==> config.mk <==
export PLATFORM = sky130hd
export DESIGN_NAME = stopwatch_time_counter_flat
export DESIGN_NICKNAME = d
export VERILOG_FILES = /design/src/rtl/stopwatch_pkg.sv /design/src/rtl/stopwatch_time_counter_if.sv /design/src/rtl/bcd_digit_counter.sv /design/src/rtl/stopwatch_time_counter.sv /design/src/flat_wrapper.sv
export SDC_FILE = /design/constraint.sdc
export NUM_CORES = 1
export LEC_CHECK = 0
export BUFFER_PORTS_ARGS = -buffer_cell sky130_fd_sc_hd__buf_4
export CORE_ASPECT_RATIO = 0.75
export CORE_MARGIN = 2
export CORE_UTILIZATION = 50
export CTS_CLUSTER_DIAMETER = 50
export CTS_CLUSTER_SIZE = 12
export DETAILED_ROUTE_END_ITERATION = 10
export PLACE_DENSITY = 0.72
export SKIP_LAST_GASP = 1
export SYNTH_ARGS = -nofsm -noshare
export SYNTH_HDL_FRONTEND = slang
export SYNTH_HIERARCHICAL = 1
export SYNTH_SLANG_ARGS = --single-unit
export TNS_END_PERCENT = 100
==> constraint.sdc <==
create_clock -name clock100MHz -period 5.5 [get_ports clock100MHz]
set_input_delay 1.375 -clock clock100MHz [delete_from_list [all_inputs] [get_ports clock100MHz]]
set_output_delay 1.375 -clock clock100MHz [all_outputs]
set_load 0.05 [all_outputs]
==> src/rtl/stopwatch_pkg.sv <==
// rtl/stopwatch_pkg.sv - shared constants and types for the stopwatch time counter
// Purpose: prescaler default, BCD digit limits, display state encoding and the
//          nibble offsets of each digit inside display_Digits.
// Ports:   none (package).
package stopwatch_pkg;

    localparam int TICK_DIV_DEFAULT = 1_000_000;
    localparam int MIN_MAX_DEFAULT  = 59;

    localparam int DIGIT_MAX_9 = 9;
    localparam int DIGIT_MAX_5 = 5;

    localparam int DISP_W = 24;

    // display_Digits = {m10, m1, s10, s1, h10, h1}
    localparam int H1_LSB  = 0;
    localparam int H10_LSB = 4;
    localparam int S1_LSB  = 8;
    localparam int S10_LSB = 12;
    localparam int M1_LSB  = 16;
    localparam int M10_LSB = 20;

    typedef enum logic {
        LIVE = 1'b0,
        HELD = 1'b1
    } disp_state_e;

endpackage

==> src/rtl/stopwatch_time_counter_if.sv <==
// rtl/stopwatch_time_counter_if.sv - control/display bundle of the stopwatch time counter
// Purpose: groups the button-FSM controls and the display-side outputs.
// Ports:   master drives count_Enable/clear/split and observes the outputs;
//          slave (the counter) does the reverse.
interface stopwatch_time_counter_if;
    import stopwatch_pkg::*;

    logic              count_Enable;
    logic              clear;
    logic              split;
    logic [DISP_W-1:0] display_Digits;
    logic              running;
    logic              held;
    logic              rollover;

    modport master (
        output count_Enable, clear, split,
        input  display_Digits, running, held, rollover
    );

    modport slave (
        input  count_Enable, clear, split,
        output display_Digits, running, held, rollover
    );

endinterface

==> src/rtl/bcd_digit_counter.sv <==
// rtl/bcd_digit_counter.sv - single BCD digit counting 0..MAX with carry out
// Purpose: one decade (or sexagesimal tens) stage of the elapsed-time chain.
// Ports:   clk, reset_n (sync active-low), inc (advance), clr (sync clear, wins
//          over inc), q (digit value), carry (inc while at MAX, i.e. wrapping).
module bcd_digit_counter
    import stopwatch_pkg::*;
#(
    parameter int MAX = DIGIT_MAX_9
) (
    input  logic       clk,
    input  logic       reset_n,
    input  logic       inc,
    input  logic       clr,
    output logic [3:0] q,
    output logic       carry
);

    logic [3:0] q_q;
    logic [3:0] q_d;

    assign carry = inc & (q_q == 4'(MAX));
    assign q     = q_q;

    always_comb begin
        q_d = q_q;
        if (clr) begin
            q_d = 4'd0;
        end else if (inc) begin
            q_d = (q_q == 4'(MAX)) ? 4'd0 : q_q + 4'd1;
        end
    end

    always_ff @(posedge clk) begin
        if (!reset_n) begin
            q_q <= 4'd0;
        end else begin
            q_q <= q_d;
        end
    end

endmodule

==> src/rtl/stopwatch_time_counter.sv <==
// rtl/stopwatch_time_counter.sv - MM:SS.hh BCD elapsed-time counter with split hold
// Purpose: 1/100 s prescaler, six cascaded BCD digits, LIVE/HELD display register
//          and a one-cycle rollover pulse on MIN_MAX:59.99 -> 00:00.00.
// Ports:   clock100MHz, reset_n (sync active-low), sw (slave side of the
//          stopwatch_time_counter_if bundle: controls in, display/status out).
module stopwatch_time_counter
    import stopwatch_pkg::*;
#(
    parameter int TICK_DIV = TICK_DIV_DEFAULT,
    parameter int MIN_MAX  = MIN_MAX_DEFAULT
) (
    input  logic                     clock100MHz,
    input  logic                     reset_n,
    stopwatch_time_counter_if.slave  sw
);

    localparam int            PW         = (TICK_DIV > 1) ? $clog2(TICK_DIV) : 1;
    localparam logic [PW-1:0] PRESC_LAST = PW'(TICK_DIV - 1);

    logic [PW-1:0]     presc_q;
    logic [PW-1:0]     presc_d;
    logic              presc_at_max;
    logic              tick;
    logic              wrap;
    logic              min_clr;
    logic              minutes_at_max;

    logic [3:0]        h1, h10, s1, s10, m1, m10;
    logic              c_h1, c_h10, c_s1, c_s10, c_m1, c_m10;
    logic [DISP_W-1:0] digits;

    disp_state_e       state_q;
    logic [DISP_W-1:0] disp_q;
    logic              running_q;
    logic              rollover_q;

    assign presc_at_max = (presc_q == PRESC_LAST);
    // Clear dominates, so a tick is suppressed in a clear cycle.
    assign tick = sw.count_Enable & presc_at_max & ~sw.clear;

    // The prescaler only holds while paused, so a pause never restarts the period.
    always_comb begin
        presc_d = presc_q;
        if (sw.clear) begin
            presc_d = '0;
        end else if (sw.count_Enable) begin
            presc_d = presc_at_max ? '0 : presc_q + PW'(1);
        end
    end

    // Minutes wrap at MIN_MAX rather than at the natural m10 limit; with the
    // default 59 both terms describe the same cycle.
    assign minutes_at_max = ({m10, m1} == {4'(MIN_MAX / 10), 4'(MIN_MAX % 10)});
    assign wrap           = c_m10 | (c_s10 & minutes_at_max);
    assign min_clr        = sw.clear | wrap;

    bcd_digit_counter #(.MAX(DIGIT_MAX_9)) u_h1 (
        .clk(clock100MHz), .reset_n(reset_n), .inc(tick),  .clr(sw.clear), .q(h1),  .carry(c_h1)
    );
    bcd_digit_counter #(.MAX(DIGIT_MAX_9)) u_h10 (
        .clk(clock100MHz), .reset_n(reset_n), .inc(c_h1),  .clr(sw.clear), .q(h10), .carry(c_h10)
    );
    bcd_digit_counter #(.MAX(DIGIT_MAX_9)) u_s1 (
        .clk(clock100MHz), .reset_n(reset_n), .inc(c_h10), .clr(sw.clear), .q(s1),  .carry(c_s1)
    );
    bcd_digit_counter #(.MAX(DIGIT_MAX_5)) u_s10 (
        .clk(clock100MHz), .reset_n(reset_n), .inc(c_s1),  .clr(sw.clear), .q(s10), .carry(c_s10)
    );
    bcd_digit_counter #(.MAX(DIGIT_MAX_9)) u_m1 (
        .clk(clock100MHz), .reset_n(reset_n), .inc(c_s10), .clr(min_clr),  .q(m1),  .carry(c_m1)
    );
    bcd_digit_counter #(.MAX(MIN_MAX / 10)) u_m10 (
        .clk(clock100MHz), .reset_n(reset_n), .inc(c_m1),  .clr(min_clr),  .q(m10), .carry(c_m10)
    );

    always_comb begin
        digits                    = '0;
        digits[H1_LSB  +: 4]      = h1;
        digits[H10_LSB +: 4]      = h10;
        digits[S1_LSB  +: 4]      = s1;
        digits[S10_LSB +: 4]      = s10;
        digits[M1_LSB  +: 4]      = m1;
        digits[M10_LSB +: 4]      = m10;
    end

    // Display FSM plus status registers. The display captures the pre-tick
    // digit value, so a split coinciding with a tick freezes the older time.
    always_ff @(posedge clock100MHz) begin
        if (!reset_n) begin
            presc_q    <= '0;
            state_q    <= LIVE;
            disp_q     <= '0;
            running_q  <= 1'b0;
            rollover_q <= 1'b0;
        end else begin
            presc_q    <= presc_d;
            running_q  <= sw.count_Enable;
            rollover_q <= wrap;
            if (sw.clear) begin
                state_q <= LIVE;
                disp_q  <= '0;
            end else begin
                case (state_q)
                    LIVE: begin
                        disp_q <= digits;
                        if (sw.split) begin
                            state_q <= HELD;
                        end
                    end
                    HELD: begin
                        if (sw.split) begin
                            state_q <= LIVE;
                            disp_q  <= digits;
                        end
                    end
                    default: begin
                        state_q <= LIVE;
                    end
                endcase
            end
        end
    end

    assign sw.display_Digits = disp_q;
    assign sw.running        = running_q;
    assign sw.held           = (state_q == HELD);
    assign sw.rollover       = rollover_q;

endmodule

==> src/flat_wrapper.sv <==
// flat-port wrapper written by rule: the top's interface ports become plain ports
module stopwatch_time_counter_flat import stopwatch_pkg::*;
#(
    parameter int TICK_DIV = TICK_DIV_DEFAULT,
    parameter int MIN_MAX  = MIN_MAX_DEFAULT
)
  (clock100MHz, reset_n, sw_count_Enable, sw_clear, sw_split, sw_display_Digits, sw_running, sw_held, sw_rollover);
  stopwatch_time_counter_if sw_i ();
  input  logic clock100MHz;
  input  logic reset_n;
  input wire logic [$bits(sw_i.count_Enable)-1:0] sw_count_Enable;
  input wire logic [$bits(sw_i.clear)-1:0] sw_clear;
  input wire logic [$bits(sw_i.split)-1:0] sw_split;
  output wire logic [$bits(sw_i.display_Digits)-1:0] sw_display_Digits;
  output wire logic [$bits(sw_i.running)-1:0] sw_running;
  output wire logic [$bits(sw_i.held)-1:0] sw_held;
  output wire logic [$bits(sw_i.rollover)-1:0] sw_rollover;
  assign sw_i.count_Enable = sw_count_Enable;
  assign sw_i.clear = sw_clear;
  assign sw_i.split = sw_split;
  assign sw_display_Digits = sw_i.display_Digits;
  assign sw_running = sw_i.running;
  assign sw_held = sw_i.held;
  assign sw_rollover = sw_i.rollover;
  stopwatch_time_counter #(.TICK_DIV(TICK_DIV), .MIN_MAX(MIN_MAX)) u_core (.clock100MHz(clock100MHz), .reset_n(reset_n), .sw(sw_i));
endmodule
==> flow_metrics.env, run 1 <==
export IMPL_track_usage_pct=19.0
export IMPL_clk_pin_slew_ns=0.06
export IMPL_rrSetupSlack_ns=1.07
export IMPL_r2r_cells=22
export IMPL_hold_viol=0
export IMPL_first_pass_iters=4
export IMPL_syn_inst=328
export IMPL_nets=372
export IMPL_cts_resized_gates=0
export IMPL_r2r_start="u_core/presc_q[0]"
export IMPL_cp_end_kind="flip-flop"
export IMPL_drv_slew=0
export IMPL_drive_gt1_share_pct=19.8
export IMPL_total_power_mw=0.898
export IMPL_synth_top_area_share_pct=46.6
export IMPL_cts_sinks=71
export IMPL_cts_setup_buffers=0
export IMPL_yosys_area_share_simple_pct=26.0
export IMPL_area_growth_pct=16.7
export IMPL_cts_tree="done"
export IMPL_netlist_area_um2=3050
export IMPL_critical_path_class="in -> reg"
export IMPL_ys_ff_latch=71
export IMPL_syn_nets=335
export IMPL_rsz0062_at_grt="no"
export IMPL_cp_common_cell="nand2_2"
export IMPL_core_area_um2=5860
export IMPL_maxCapViolCount=0
export IMPL_overflow=0
export IMPL_cts_root_buf="clkbuf_8"
export IMPL_worstHoldPathType="reg -> reg"
export IMPL_grt_max_degree=28
export IMPL_vias_per_cell=5.23
export IMPL_fin_tns_setup_ns=0
export IMPL_num_antenna_cells=0
export IMPL_peakVddDrop_mv=0.166
export IMPL_synth_xor_area_share_pct=7.18
export IMPL_io_buffers=31
export IMPL_r2r_end="u_core/u_m1/q[2]"
export IMPL_htreeDepth=3
export IMPL_synth_cell_types=39
export IMPL_synthMuxAreaShare_pct=8.21
export IMPL_ios=32
export IMPL_critical_path_slowest_cell="nor4b_2"
export IMPL_crit_family="simple AND/OR/NAND/NOR gates"
export IMPL_synth_warnings=6
export IMPL_cts_buffer_depth=2
export IMPL_endpoint="u_core/u_m1/q[2]"
export IMPL_cp_arrival_ns=5.19
export IMPL_synth_compound_area_share_pct=7.76
export IMPL_synth_largest_area_cell="dfxtp_1"
export IMPL_cp_depth=22
export IMPL_postRouteAntennaNets=0
export IMPL_critPathLaunchType="input port"
export IMPL_relSlewSlack_pct=58.7
export IMPL_cp_max_fo=7
export IMPL_clock_latency_ns=0.34
export IMPL_hold_buffers=0
export IMPL_dieArea_um2=6740
export IMPL_first_global_vias=2157
export IMPL_yosys_area_share_adder_pct=0.821
export IMPL_critPathLaunch="sw_count_Enable"
export IMPL_status="completed"
export IMPL_path_cells="buf_4 -> nand3_1 -> nor2_1 -> nand4_1 -> nor2_2 -> nand2_2 -> nor3b_1 -> nand2_2 -> nor3b_1 -> buf_4 -> nand2_2 -> nor3b_2 -> nand2_2 -> nor4b_2 -> nand2_2 -> nor3b_2 -> nand2_2 -> nor4b_1 -> a41oi_1 -> nand2b_1 -> nand2b_1 -> nor2_1"
export IMPL_power_density_nw_per_um2=252
export IMPL_synthTopCellsByArea="dfxtp_1 47%, mux2i_1 8.2%, nor2_1 7.0%"
export IMPL_dr_total_vias=2331
export IMPL_worst_pin_slew_ns=0.619
export IMPL_crit_buf_inv=2
export IMPL_period_needed_ns=4.97
export IMPL_die_width_um=94.2
export IMPL_synth_seq_area_share_pct=46.6
export IMPL_slowest_delay_ns=0.33
export IMPL_clock_skew_ns=0.00567
export IMPL_leakage_nw=1.19
export IMPL_routed_wl_mm=5.85
export IMPL_avgSynthCellArea_um2=9.29
export IMPL_die_y_um=71.6
export IMPL_drtIter0Drc=91
export IMPL_place_congestion=0.794
export IMPL_worstPathRequired_ns=5.73
export IMPL_period_share_pct=90.3
export IMPL_grt_pass1_wl_mm=9.98
export IMPL_route_detailed_drc=0
export IMPL_num_rows=24
export IMPL_hpwl_mm=4.13
export IMPL_initial_utilization_pct=52.1
export IMPL_drt_wirelength_per_cell_um=13.1
export IMPL_synth_top_family_by_area="simple AND/OR/NAND/NOR gates"
export IMPL_antenna_found_initial=0
export IMPL_setup_viol=0
export IMPL_numCtsBuffers=9
export IMPL_max_clock_freq_ghz=0.201
[metal layers]
metal / share of wire, % / GRT usage, %
met5: 0 / 0
met4: 0.94 / 7.89
met3: 4.6 / 6.83
met2: 45 / 27.4
met1: 50 / 26.0
[per-stage QoR]
step / hold slack (ns) / instance area [µm²] / cells / worst slack (ns) / util [%]
2_1_floorplan: 0.452 / 3060 / 328 / 0.0940 / -
3_3_place_gp: 0.468 / 3390 / 432 / 0.258 / 57.9
3_5_place_dp: 0.483 / 3390 / 432 / 0.112 / 57.9
4_1_cts: 0.491 / 3550 / 446 / 0.450 / 60.7
5_1_grt: 0.514 / 3560 / 446 / 0.0168 / 60.7
6_report: 0.494 / 3560 / 446 / 0.531 / 60.7
[cells by family after synthesis]
kind of cell	Yosys count
AOI/OAI and AO/OA	38
xor gates and xnor gates	25
adders and majority gates	2
buffers and inverters	22
DFF	71
muxes	25
and+or+nand+nor	145
[cell usage in the layout, fill, tap and decap left out, drive strengths merged, types with 9 or more instances in the layout]
master  instances
inv            11
dfxtp          71
nand3           9
clkbuf         13
mux2i          25
nor2           57
xnor2          19
nand2          18
o21ai          13
a21oi          18
nor2b          11
buf            37
[layout make-up]
cell class | instances | area, µm²
well taps | 78 | 97.6
flip-flops and latches | 71 | 1420
inverters | 11 | 53.8
multi-input cells | 235 | 1540
fillers | 509 | 2300
clock inverters | 1 | 5.00
repair buffers | 37 | 278
clock buffers | 13 | 159
[flip-flops by register name, indices dropped and copies added (netlist names)]
signal	flops
u_core/u_h10/q	4
u_core/u_s1/q	4
u_core/sw.display_Digits	24
u_core/sw.held	1
u_core/u_m1/q	4
u_core/sw.running	1
u_core/u_h1/q	4
u_core/presc_q	20
u_core/u_m10/q	4
u_core/sw.rollover	1
u_core/u_s10/q	4
[worst min-delay path by stage]
stage / startpoint / endpoint / slack (ns) / cells after the start
2_1_floorplan: u_core/presc_q[18] / u_core/presc_q[18] / 0.45 / 2
3_3_place_gp: u_core/presc_q[19] / u_core/presc_q[19] / 0.47 / 2
3_5_place_dp: u_core/presc_q[19] / u_core/presc_q[19] / 0.48 / 2
4_1_cts: u_core/presc_q[19] / u_core/presc_q[19] / 0.49 / 2
5_1_grt: u_core/presc_q[19] / u_core/presc_q[19] / 0.51 / 2
6_report: u_core/sw.display_Digits[1] / u_core/sw.display_Digits[1] / 0.49 / 2
[synth_stat cells (all sizes together)]
cell type and number:
a41o 1, nor4b 3, nor3b 4, or4 4, and4b 4, o31ai 3, nand4b 2, clkbuf 8
nand2b 8, nor4bb 1, nor2b 11, nor4 4, nand3 9, mux2i 25, nor2 57, xor2 6
or3 8, buf 3, dfxtp 71, a41oi 1, a21oi 18, a211o 2, or2 1, nand2 18
ha 2, nor3 3, xnor2 19, nand4 7, and2 1, o21ai 13, inv 11
[tightest hold or removal path, stage by stage (launching register included)]
cell	delay, ns
dfxtp_1	0.33
mux2i_1	0.07
nor2_1	0.07
[power by group]
group	internal, mW	switching, mW
registers	0.515	0.000875
clock network	0.183	0.171
logic	0.00914	0.0183
total	0.707	0.190
No activity file was read; power rests on OpenSTA's default activity.
==> inputs of run 2 (changes only) <==
CORE_UTILIZATION = 52   (was 50)
PLACE_DENSITY = 0.75   (was 0.72)
==> run 2 against run 1 <==
  * Setup slack gained 0.012 ns
  * Sequential share of layout area shrank 0.60 points
  * Critical path depth is the same
  * Clock-buffer cell count shrank 3
  * Register-to-register slack gained 0.02 ns
  * Final cell count grew 0.67%
  * Die area shrank 3.7%
  * Worst hold slack lost 0.0057 ns
  * Clock skew grew 0.0045 ns
  * Critical path type unchanged
==> flow_metrics.env, run 2 (synthesis results as in run 1) <==
export IMPL_path_cells="buf_4 -> nand3_1 -> nor2_1 -> nand4_1 -> nor2_1 -> nand2_2 -> nor3b_1 -> nand2_2 -> nor3b_1 -> buf_4 -> nand2_2 -> nor3b_2 -> nand2_2 -> nor4b_2 -> nand2_2 -> nor3b_2 -> nand2_2 -> nor4b_1 -> a41oi_1 -> nand2b_1 -> nand2b_1 -> a21oi_1"
export IMPL_dieArea_um2=6500
export IMPL_placed_area_um2=3400
export IMPL_area_growth_pct=18.4
export IMPL_critical_path_class="in -> reg"
export IMPL_numCtsBuffers=9
export IMPL_die_y_um=70.3
export IMPL_first_pass_iters=4
export IMPL_io_buffers=31
export IMPL_fin_ws_ns=0.544
export IMPL_cts_tree="done"
export IMPL_status="completed"
export IMPL_clock_latency_ns=0.34
export IMPL_nFillCells=487
export IMPL_final_util_pct=62.9
export IMPL_rsz0062_at_grt="no"
export IMPL_clk_pin_slew_ns=0.07
export IMPL_mostFrequentLayoutCells="71 x dfxtp_1, 57 x nor2_1, 38 x buf_4, 25 x mux2i_1, 19 x xnor2_1"
export IMPL_crit_family="simple AND/OR/NAND/NOR gates"
export IMPL_peakVddDrop_mv=0.177
export IMPL_dp_cells=433
export IMPL_cp_arrival_ns=5.18
export IMPL_cp_end_kind="flip-flop"
export IMPL_place_congestion=0.810
export IMPL_num_rows=24
export IMPL_fin_tns_setup_ns=0
export IMPL_cts_setup_buffers=0
export IMPL_drt_wirelength_per_cell_um=13.6
export IMPL_relSlewSlack_pct=57.8
export IMPL_maxCapViolCount=0
export IMPL_cp_max_fo=7
export IMPL_critPathLaunchType="input port"
export IMPL_initial_utilization_pct=53.1
export IMPL_worst_pin_slew_ns=0.633
export IMPL_grt_pass1_wl_mm=10.6
export IMPL_die_width_um=92.4
export IMPL_hpwl_mm=4.21
export IMPL_cts_buffer_depth=2
export IMPL_vias_per_cell=5.27
export IMPL_period_needed_ns=4.96
export IMPL_worstPathRequired_ns=5.72
export IMPL_first_global_vias=2266
export IMPL_layout_commonest_cell="dfxtp_1"
export IMPL_cp_common_cell="nand2_2"
export IMPL_hold_start="u_core/presc_q[18]"
export IMPL_route_detailed_drc=0
export IMPL_place_ws_ns=0.217
export IMPL_cts_root_buf="clkbuf_8"
export IMPL_slowest_delay_ns=0.35
export IMPL_critical_path_slowest_cell="nor4b_2"
export IMPL_max_clock_freq_ghz=0.202
export IMPL_clock_skew_ns=0.0101
export IMPL_hold_buffers=0
export IMPL_leakage_nw=1.22
export IMPL_critPathLaunch="sw_count_Enable"
export IMPL_grt_max_degree=28
export IMPL_period_share_pct=90.1
export IMPL_core_area_um2=5740
export IMPL_crit_buf_inv=2
export IMPL_largest_reg_flops=24
export IMPL_hold_viol=0
export IMPL_overflow=0
export IMPL_antenna_found_initial=0
export IMPL_drive_gt1_share_pct=20.5
export IMPL_cts_resized_gates=0
export IMPL_drtIter0Drc=109
export IMPL_regArea_um2=1420
export IMPL_htreeDepth=3
export IMPL_fin_cells=449
export IMPL_fin_area_um2=3610
export IMPL_ios=32
export IMPL_track_usage_pct=20.7
export IMPL_r2r_start="u_core/presc_q[0]"
export IMPL_multi_input_area_um2=1540
export IMPL_cts_sinks=71
export IMPL_dr_total_vias=2365
export IMPL_drv_slew=0
export IMPL_routed_wl_mm=6.09
export IMPL_setup_viol=0
export IMPL_nets=373
export IMPL_worstHoldPathType="reg -> reg"
export IMPL_num_antenna_cells=0
export IMPL_power_density_nw_per_um2=274
export IMPL_postRouteAntennaNets=0
[run 2: final timing paths]
kind	endpoint	slack [ns]	cells after the start
setup / recovery	u_core/u_m1/q[3]	0.54	22
hold / removal	u_core/presc_q[18]	0.49	2
setup reg to reg	u_core/u_m1/q[3]	1.09	22
hold reg to reg	u_core/presc_q[18]	0.49	2
[run 2: final cells by class]
class	count	area share, %
Multi-Input combinational cell	235	42.6
Sequential cell	71	39.4
Timing Repair Buffer	38	7.90
Clock buffer	10	3.54
Tap cell	78	2.70
Clock inverter	6	2.36
Inverter	11	1.49
[run 2: layer usage]
layer,GRT usage (%),wire length (µm),up-vias
met3,5.83,245,12
met2,32.6,2730,46
met1,27.1,2980,1104
li1,-,-,1203
met5,0,0,-
met4,7.63,136,0
[run 2: power by group]
| part | internal (mW) | switching, mW | leakage, nW |
|---|---|---|---|
| combinational | 0.00918 | 0.0182 | 0.543 |
| sequential | 0.515 | 0.000850 | 0.572 |
| clock | 0.254 | 0.191 | 0.102 |
[run 2: worst reg2reg max path, cell delays in order (launching register included)]
cell      delay, ns
dfxtp_1        0.39
ha_1           0.22
nand3_1        0.16
nor2_1         0.24
nand4_1        0.12
nor2_1         0.16
nand2_2        0.09
nor3b_1        0.30
nand2_2        0.13
nor3b_1        0.20
buf_4          0.16
nand2_2        0.08
nor3b_2        0.23
nand2_2        0.11
nor4b_2        0.36
nand2_2        0.13
nor3b_2        0.32
nand2_2        0.13
nor4b_1        0.29
a41oi_1        0.10
nand2b_1       0.12
nand2b_1       0.21
a21oi_1        0.06
[run 2: per-stage QoR]
step,power (mW),hold slack [ns]
CTS,0.997,0.487
floorplan,0.547,0.452
global route,1.02,0.520
finish,0.988,0.489
global placement,0.555,0.460
detailed placement,0.556,0.475
